$ cat config.mk
export PLATFORM = sky130hd
export DESIGN_NAME = uart_tx_fifo
export DESIGN_NICKNAME = d
export VERILOG_FILES = /design/src/rtl/uart_tx_fifo.sv
export SDC_FILE = /design/constraint.sdc
export NUM_CORES = 1
export LEC_CHECK = 0
export ABC_AREA = 1
export CAP_MARGIN = 20
export CORE_ASPECT_RATIO = 0.9
export CORE_UTILIZATION = 40
export CTS_CLUSTER_SIZE = 24
export DETAILED_ROUTE_END_ITERATION = 8
export GPL_TIMING_DRIVEN = 0
export PLACE_DENSITY_LB_ADDON = 0.2
export REMOVE_ABC_BUFFERS = 1
export SETUP_SLACK_MARGIN = 0.2
export SLEW_MARGIN = 20
export SYNTH_ARGS = -nofsm -noshare
export SYNTH_HDL_FRONTEND = slang
export SYNTH_SLANG_ARGS = --single-unit
$ cat constraint.sdc
create_clock -name clk -period 3 [get_ports clk]
set_input_delay 0.6 -clock clk [delete_from_list [all_inputs] [get_ports clk]]
set_output_delay 0.6 -clock clk [all_outputs]
set_load 0.02 [all_outputs]
$ cat src/rtl/uart_tx_fifo.sv
`default_nettype none
// ============================================================================
// Module      : uart_tx_fifo
// Description : Byte FIFO feeding a 16x-oversampling UART transmitter.
//               CPU writes are buffered in a register array. The head byte is
//               presented on tx_data_o/tx_valid_o. The FIFO advances only when
//               the transmitter's ready falls while valid is high, which marks
//               the capture of the byte. The block also provides registered
//               level/full/empty status, a low-water interrupt, a sticky
//               overflow flag and a synchronous flush.
// Optional    : define UART_TX_FIFO_STATS_EN to add tx_count_o, a 32-bit
//               count of transmitted (popped) bytes.
// Ports       : clk, rst (async, active-low)
//               wr_en_i/wr_data_i   bus write of one byte
//               flush_i             synchronous clear of contents
//               tx_data_o/tx_valid_o/tx_ready_i  transmitter handshake
//               full_o/empty_o/level_o/irq_low_o  registered status
//               ovf_o/ovf_clr_i     sticky overflow flag and its clear
//               tx_count_o          (optional) popped-byte counter
// Revision    : 1.0  initial release
// ============================================================================
module uart_tx_fifo #(
   parameter int DEPTH  = 16,
   parameter int AW     = 4,
   parameter int LOW_WM = 4
) (
   input  logic          clk,
   input  logic          rst,
   input  logic          wr_en_i,
   input  logic [7:0]    wr_data_i,
   input  logic          flush_i,
   output logic [7:0]    tx_data_o,
   output logic          tx_valid_o,
   input  logic          tx_ready_i,
   output logic          full_o,
   output logic          empty_o,
   output logic [AW:0]   level_o,
   output logic          irq_low_o,
   output logic          ovf_o,
   input  logic          ovf_clr_i
`ifdef UART_TX_FIFO_STATS_EN
   ,
   output logic [31:0]   tx_count_o
`endif
);

   localparam logic [AW:0] c_DEPTH  = (AW+1)'(DEPTH);
   localparam logic [AW:0] c_LOW_WM = (AW+1)'(LOW_WM);

   logic [7:0]    r_mem [DEPTH];
   logic [AW-1:0] r_rd_ptr;
   logic [AW-1:0] r_wr_ptr;
   logic [AW:0]   r_count;
   logic          r_ready_q;

   logic          w_pop;
   logic          w_push;
   logic          w_ovf_set;
   logic [AW-1:0] w_rd_ptr_nxt;
   logic [AW-1:0] w_wr_ptr_nxt;
   logic [AW:0]   w_count_nxt;
   logic [7:0]    w_data_nxt;

   always_comb begin
      // The transmitter drops ready on the tick where it latches data, so a
      // falling edge while valid is the capture event.
      w_pop     = tx_valid_o & r_ready_q & ~tx_ready_i;
      // A pop in the same cycle frees a slot, so a full FIFO still accepts.
      w_push    = wr_en_i & (~full_o | w_pop);
      w_ovf_set = wr_en_i & full_o & ~w_pop;

      w_rd_ptr_nxt = r_rd_ptr;
      w_wr_ptr_nxt = r_wr_ptr;
      w_count_nxt  = r_count;
      if (flush_i) begin
         w_rd_ptr_nxt = '0;
         w_wr_ptr_nxt = '0;
         w_count_nxt  = '0;
      end else begin
         if (w_push) w_wr_ptr_nxt = r_wr_ptr + AW'(1);
         if (w_pop)  w_rd_ptr_nxt = r_rd_ptr + AW'(1);
         case ({w_push, w_pop})
            2'b10:   w_count_nxt = r_count + (AW+1)'(1);
            2'b01:   w_count_nxt = r_count - (AW+1)'(1);
            default: w_count_nxt = r_count;
         endcase
      end

      // Look ahead to the next head so tx_data_o is correct in the same cycle
      // tx_valid_o rises. If the byte being written lands in the next head
      // slot it is forwarded, since the array does not hold it yet.
      if (w_count_nxt == '0) begin
         w_data_nxt = 8'h00;
      end else if (w_push && (r_wr_ptr == w_rd_ptr_nxt)) begin
         w_data_nxt = wr_data_i;
      end else begin
         w_data_nxt = r_mem[w_rd_ptr_nxt];
      end
   end

   // Storage array carries no reset; its contents are only observed through
   // the registered head, which is qualified by the count.
   always_ff @(posedge clk) begin
      if (w_push && !flush_i) begin
         r_mem[r_wr_ptr] <= wr_data_i;
      end
   end

   always_ff @(posedge clk or negedge rst) begin
      if (!rst) begin
         r_rd_ptr   <= '0;
         r_wr_ptr   <= '0;
         r_count    <= '0;
         r_ready_q  <= 1'b1;
         tx_data_o  <= 8'h00;
         tx_valid_o <= 1'b0;
         full_o     <= 1'b0;
         empty_o    <= 1'b1;
         level_o    <= '0;
         irq_low_o  <= 1'b1;
         ovf_o      <= 1'b0;
      end else begin
         r_rd_ptr   <= w_rd_ptr_nxt;
         r_wr_ptr   <= w_wr_ptr_nxt;
         r_count    <= w_count_nxt;
         r_ready_q  <= tx_ready_i;
         tx_data_o  <= w_data_nxt;
         tx_valid_o <= (w_count_nxt != '0);
         full_o     <= (w_count_nxt == c_DEPTH);
         empty_o    <= (w_count_nxt == '0);
         level_o    <= w_count_nxt;
         irq_low_o  <= (w_count_nxt <= c_LOW_WM);
         // Set has priority over a simultaneous clear.
         if (w_ovf_set) begin
            ovf_o <= 1'b1;
         end else if (ovf_clr_i) begin
            ovf_o <= 1'b0;
         end
      end
   end

`ifdef UART_TX_FIFO_STATS_EN
   always_ff @(posedge clk or negedge rst) begin
      if (!rst) begin
         tx_count_o <= '0;
      end else if (flush_i) begin
         tx_count_o <= '0;
      end else if (w_pop) begin
         tx_count_o <= tx_count_o + 32'd1;
      end
   end
`endif

endmodule
`default_nettype wire

==> flow_summary.json, run 1 <==
{
  "status": "finished, final reports clean",
  "layout_common_cells": "edfxtp_1 (128), nand2_1 (123), nand3_1 (120), nand4_1 (75), inv_1 (36)",
  "dieWidth_um": 141,
  "slew_violations": 0,
  "vias": 5166,
  "ys_async_sr_fraction": 0.174,
  "cts_buffers": 17,
  "htreeDepth": 4,
  "fmax_mhz": 371,
  "final_cell_area_sq_mm": 0.00829,
  "routedWlPerCell_um": 21.1,
  "min_path_type": "input pin to asynchronous set/reset pin",
  "critPathRequiredTime_ns": 3.33,
  "irDropWorstVdd_mv": 0.453,
  "arrival_ns": 3.03,
  "diodes": 0,
  "yosysTopAreaCell": "edfxtp_1",
  "hold_ws_ns": 0.228,
  "grt_start_max_net_pins": 67,
  "dp_hpwl_mm": 10.5,
  "layout-drive-gt1-share": 0.134,
  "pwr-share-comb": 0.233,
  "tightest_slew_ns": 0.886,
  "r2r_start": "r_ready_q$_DFF_PN1_",
  "areaGrowthSynthToFinish_pct": 19.0,
  "fin_skew_ns": 0.00800,
  "place_congestion": 0.810,
  "antenna_found_initial": 0,
  "seq_power_share": 0.426,
  "drtIter0Drc": 487,
  "rsz0062_at_grt": "false",
  "ys_top_cells_by_area": "edfxtp_1 (55%), nand3_1 (8.7%), dfrtp_1 (8.6%), nand2_1 (7.1%), nand4_1 (6.7%)",
  "fin_nets": 688,
  "ys_warn_count": 0,
  "yosys_register_bits": 155,
  "synth_area_per_cell_sq_um": 10.9,
  "cts_buffer_depth": 2,
  "initial_utilization": 0.411,
  "seq_area_frac_synth": 0.650,
  "grt_overflow": 0,
  "grt_pass1_vias": 5122,
  "place_area_sq_mm": 0.00745,
  "multi_input_comb_area_sq_mm": 0.00230,
  "cell_internal_pwr_mw": 4.13,
  "power_density_mw_per_mm2": 715,
  "seqCellArea_sq_mm": 0.00452,
  "place_inst": 867,
  "fillCellCount": 1524,
  "cts-hold-fix-buffers": 0,
  "cts_tree": "done",
  "criticalPathCategory": "flip-flop to flip-flop",
  "drt_wl_total_mm": 19.2,
  "r2r_cells": 10,
  "max_cap_viol_count": 0,
  "path_max_fanout": 36,
  "synth_top_area_share": 0.552,
  "final_common_cell": "edfxtp_1",
  "clkSlewWorstSetupHoldPaths_ns": 0.06,
  "grt_pass1_wl_mm": 29.9,
  "cp-end-kind": "flip-flop",
  "period_share": 0.897,
  "netlist_area_sq_mm": 0.00696,
  "netlist_instances": 638,
  "fin_crit_ns": 2.69,
  "synth_top_flop_cell": "edfxtp_1",
  "ff2ff_setup_slack_ns": 0.31,
  "via_per_inst": 5.65,
  "final_cell_count_no_fill": 914,
  "post-route-util": 0.489,
  "firstDrtPassIters": 5,
  "switchingPower_mw": 1.80,
  "drcViolationCount": 0,
  "grt_usage": 0.230,
  "hold_violations": 0,
  "worstSkewPairLatency_ns": 0.42,
  "synth-edff-count": 128,
  "ant_nets": 0,
  "p_sw_frac": 0.303,
  "coreArea_sq_mm": 0.0169,
  "port_buffers": 31,
  "r2r_end": "tx_data_o[6]$_DFF_PN0_",
  "relSlewSlack": 0.407,
  "die-area_sq_mm": 0.0179,
  "p_clk_frac": 0.341,
  "start_kind": "flip-flop",
  "synth.distinct_cells": 28,
  "setup_violations": 0,
  "die_h_um": 127,
  "cts-root-buf": "clkbuf_16",
  "row_count": 45,
  "p_leak_nw": 3.12,
  "cts_sinks": 155,
  "ios": 32
}
==> state kept, by name (all words and copies together), names as in the netlist <==
name        cells
r_wr_ptr        4
irq_low_o       1
tx_valid_o      1
empty_o         1
r_ready_q       1
r_mem         128
r_rd_ptr        4
tx_data_o       8
r_count         5
ovf_o           1
full_o          1
==> cell usage after synthesis (3+ instances only) <==
cell type  number
nand2_1       131
edfxtp_1      128
nand3_1       121
nand4_1        75
inv_1          37
buf_2          29
dfrtp_1        24
nor2_1         15
a21oi_1        14
nor3_1         11
buf_4           8
ha_1            8
inv_2           7
o21ai_0         6
nand3_2         5
dfstp_2         3
==> timing repair <==
| action | CTS | global route |
|---|---|---|
| endpoints found under the hold margin | 0 | 0 |
| pin swaps | 3 | 3 |
| setup buffers | 4 | 6 |
| setup endpoints to repair | 113 | 10 |
| resized for setup | 29 | 13 |
| gates cloned | 5 | 0 |
==> critical path, stage by stage (launching register included) <==
cell and delay [ns]:
dfstp_2 0.56, buf_4 0.16, nand4_4 0.31, buf_12 0.31
nand3_4 0.25, inv_2 0.08, nand2_1 0.07, nand2_1 0.08
nor2_4 0.29, nand3_4 0.22, a21oi_1 0.25
==> area by class of cell <==
| type | count | area share |
|---|---|---|
| tap | 235 | 0.0355 |
| clock buffer | 22 | 0.0536 |
| inverter | 44 | 0.0243 |
| timing repair buffer | 43 | 0.0504 |
| clock inverter | 10 | 0.0121 |
| timing repair inverter | 1 | 0.00106 |
| sequential | 155 | 0.546 |
| multi-input combinational | 404 | 0.277 |
==> worst max-delay path by stage <==
stage	startpoint	endpoint	slack, ns	depth (start not counted)
2_1_floorplan	tx_ready_i	tx_data_o[0]$_DFF_PN0_	-0.70	9
3_3_place_gp	tx_ready_i	tx_data_o[2]$_DFF_PN0_	-3.13	10
3_5_place_dp	flush_i	tx_data_o[5]$_DFF_PN0_	-1.82	9
4_1_cts	r_ready_q$_DFF_PN1_	tx_data_o[4]$_DFF_PN0_	0.28	19
5_1_grt	r_ready_q$_DFF_PN1_	tx_data_o[2]$_DFF_PN0_	0.20	19
6_report	r_ready_q$_DFF_PN1_	tx_data_o[6]$_DFF_PN0_	0.31	10
==> stage by stage <==
stage | setup TNS, ns | worst slack [ns] | power (mW)
finish | 0 | 0.308 | 5.93
global route | 0 | 0.197 | 6.15
CTS | 0 | 0.275 | 5.87
detailed placement | -66.38 | -1.82 | 3.74
global placement | -87.37 | -3.13 | 3.71
floorplan | -5.68 | -0.697 | 3.23
==> per-layer routing <==
metal | track usage | routed length [um]
met2 | 0.362 | 9220
met3 | 0.0551 | 1440
met5 | 0 | 0
met4 | 0.0902 | 374
met1 | 0.307 | 8210
==> logic make-up (layout without fill, tap and decap cells) <==
group                    Yosys count  in the layout  synth area share
buffers and inverters             83            120            0.0553
AND/OR/NAND/NOR                  365            369             0.258
flip-flops                       155            155             0.650
XOR/XNOR                           3              3           0.00377
AO/OA/AOI/OAI                     24             24            0.0185
adder cells (fa/ha/maj)            8              8            0.0144
==> power groups by stage <==
stage               sequential [mW]  combinational (mW)  clock [mW]
finish                         2.52                1.38        2.02
global route                   2.54                1.49        2.12
CTS                            2.53                1.31        2.04
detailed placement             2.56                1.18           0
global placement               2.55                1.16           0
floorplan                      2.65               0.581           0
No activity file was read; power rests on OpenSTA's default activity.
==> inputs of run 2 (changes only) <==
CAP_MARGIN = 40   (was 20)
==> run 2 against run 1 <==
Net effect: critical path type is now input pin to flip-flop; non-clock buffer count up 3; sequential power about the same; global-route usage down 0.82 points; die area unchanged; largest power group unchanged; clock-buffer cell count unchanged; worst setup slack worse by 0.018 ns.
==> flow_summary.json, run 2 (synthesized netlist as in run 1, its figures left out) <==
{
  "hold_ws_ns": 0.221,
  "crit_chain": "dlygate4sd2_1, bufinv_16, nand3_4, buf_16, inv_6, nand3_1, nand3_1, nand3_1, nand2_1, a21oi_1",
  "irDropWorstVdd_mv": 0.411,
  "die-area_sq_mm": 0.0179,
  "ant_nets": 0,
  "ios": 32,
  "criticalPathCategory": "input pin to flip-flop",
  "place_area_sq_mm": 0.00748,
  "fmax_mhz": 369,
  "antenna_found_initial": 0,
  "grt_pass1_vias": 4982,
  "dp_hpwl_mm": 10.5,
  "grt_start_max_net_pins": 66,
  "largest_reg_flops": 128,
  "path_max_fanout": 40,
  "critPathRequiredTime_ns": 3.29,
  "regMostFlops": "r_mem",
  "total_power_mw": 5.96,
  "rsz0062_at_grt": "false",
  "multi_input_comb_area_sq_mm": 0.00227,
  "routedWlPerCell_um": 20.7,
  "vias": 5156,
  "ff2ff_setup_slack_ns": 0.35,
  "dieWidth_um": 141,
  "initial_utilization": 0.411,
  "fin_nets": 690,
  "htreeDepth": 4,
  "coreArea_sq_mm": 0.0169,
  "diodes": 0,
  "final_cell_area_sq_mm": 0.00833,
  "crit_top_cell": "nand3_1",
  "final_common_cell": "nand2_1",
  "cts_buffers": 17,
  "cp_slowest_cell": "dlygate4sd2_1",
  "relSlewSlack": 0.428,
  "max_cap_viol_count": 0,
  "arrival_ns": 3.00,
  "power_density_mw_per_mm2": 716,
  "cts-root-buf": "clkbuf_16",
  "post-route-util": 0.491,
  "layout-drive-gt1-share": 0.129,
  "cts-hold-fix-buffers": 0,
  "hold_violations": 0,
  "cp-end-kind": "flip-flop",
  "tightest_slew_ns": 0.856,
  "row_count": 45,
  "grt_usage": 0.222,
  "layout_common_cells": "nand2_1 (129), edfxtp_1 (128), nand3_1 (120), nand4_1 (75), inv_1 (36)",
  "period_share": 0.903,
  "slew_violations": 0,
  "fin_skew_ns": 0.00746,
  "fin_crit_ns": 2.71,
  "min_path_type": "input pin to asynchronous set/reset pin",
  "die_h_um": 127,
  "place_inst": 868,
  "seqCellArea_sq_mm": 0.00452,
  "drcViolationCount": 0,
  "via_per_inst": 5.63,
  "p_leak_nw": 3.16,
  "firstDrtPassIters": 5,
  "status": "finished, final reports clean",
  "fillCellCount": 1513,
  "cts_tree": "done",
  "cpPeakStageDelay_ns": 0.47,
  "final_cell_count_no_fill": 916,
  "dp_slack_ns": -1.43,
  "cts_buffer_depth": 2,
  "grt_pass1_wl_mm": 28.9,
  "clkSlewWorstSetupHoldPaths_ns": 0.06,
  "areaGrowthSynthToFinish_pct": 19.6,
  "place_congestion": 0.810,
  "largestRegisters": "r_mem (128), tx_data_o (8), r_count (5)",
  "setup_violations": 0,
  "worstSkewPairLatency_ns": 0.42,
  "start_kind": "input pin",
  "drt_wl_total_mm": 18.9,
  "worst_slack_ns": 0.290,
  "cts_sinks": 155,
  "fin_setup_tns_ns": 0,
  "grt_overflow": 0,
  "port_buffers": 31,
  "drtIter0Drc": 494
}
[run 2: path summary, 6_finish.rpt]
path,startpoint,to,cells after the start
max,flush_i,tx_data_o[5]$_DFF_PN0_,10
min,rst,tx_valid_o$_DFF_PN0_,1
max reg2reg,r_ready_q$_DFF_PN1_,tx_data_o[1]$_DFF_PN0_,19
min reg2reg,ovf_o$_DFFE_PN0P_,ovf_o$_DFFE_PN0P_,2
max in group asynchronous,rst,tx_valid_o$_DFF_PN0_,1
min in group clk,tx_ready_i,r_ready_q$_DFF_PN1_,1
[run 2: area by class of cell]
| class | instances | area share |
|---|---|---|
| sequential | 155 | 0.543 |
| tap | 235 | 0.0353 |
| inverter | 44 | 0.0239 |
| clock buffer | 22 | 0.0534 |
| clock inverter | 10 | 0.0149 |
| timing repair buffer | 46 | 0.0553 |
| timing repair inverter | 1 | 0.00105 |
| multi-input combinational | 403 | 0.273 |
[run 2: critical path: cells and delay by family]
| kind | cells | cell delay [ns] |
|---|---|---|
| buffers and inverters | 4 | 1.41 |
| AND/OR/NAND/NOR | 5 | 0.85 |
| AO/OA/AOI/OAI | 1 | 0.07 |
[run 2: where the power goes]
part           switching [mW]  internal [mW]  leakage, nW
combinational           0.877          0.457         1.38
sequential             0.0771           2.45         1.50
clock                   0.804           1.29        0.276
total                    1.76           4.20         3.16
[run 2: timing repair]
item / in CTS / in global routing
cloned: 3 / 1
setup endpoints to repair: 112 / 12
setup buffers: 5 / 3
resized for setup: 26 / 9
pin swaps: 2 / 3
[run 2: metal layers]
metal | vias to the layer above | GRT usage | share of wire
met3 | 35 | 0.0472 | 0.064
met1 | 2534 | 0.297 | 0.44
met5 | - | 0 | 0
met2 | 209 | 0.349 | 0.47
li1 | 2378 | - | -
met4 | 0 | 0.0965 | 0.023
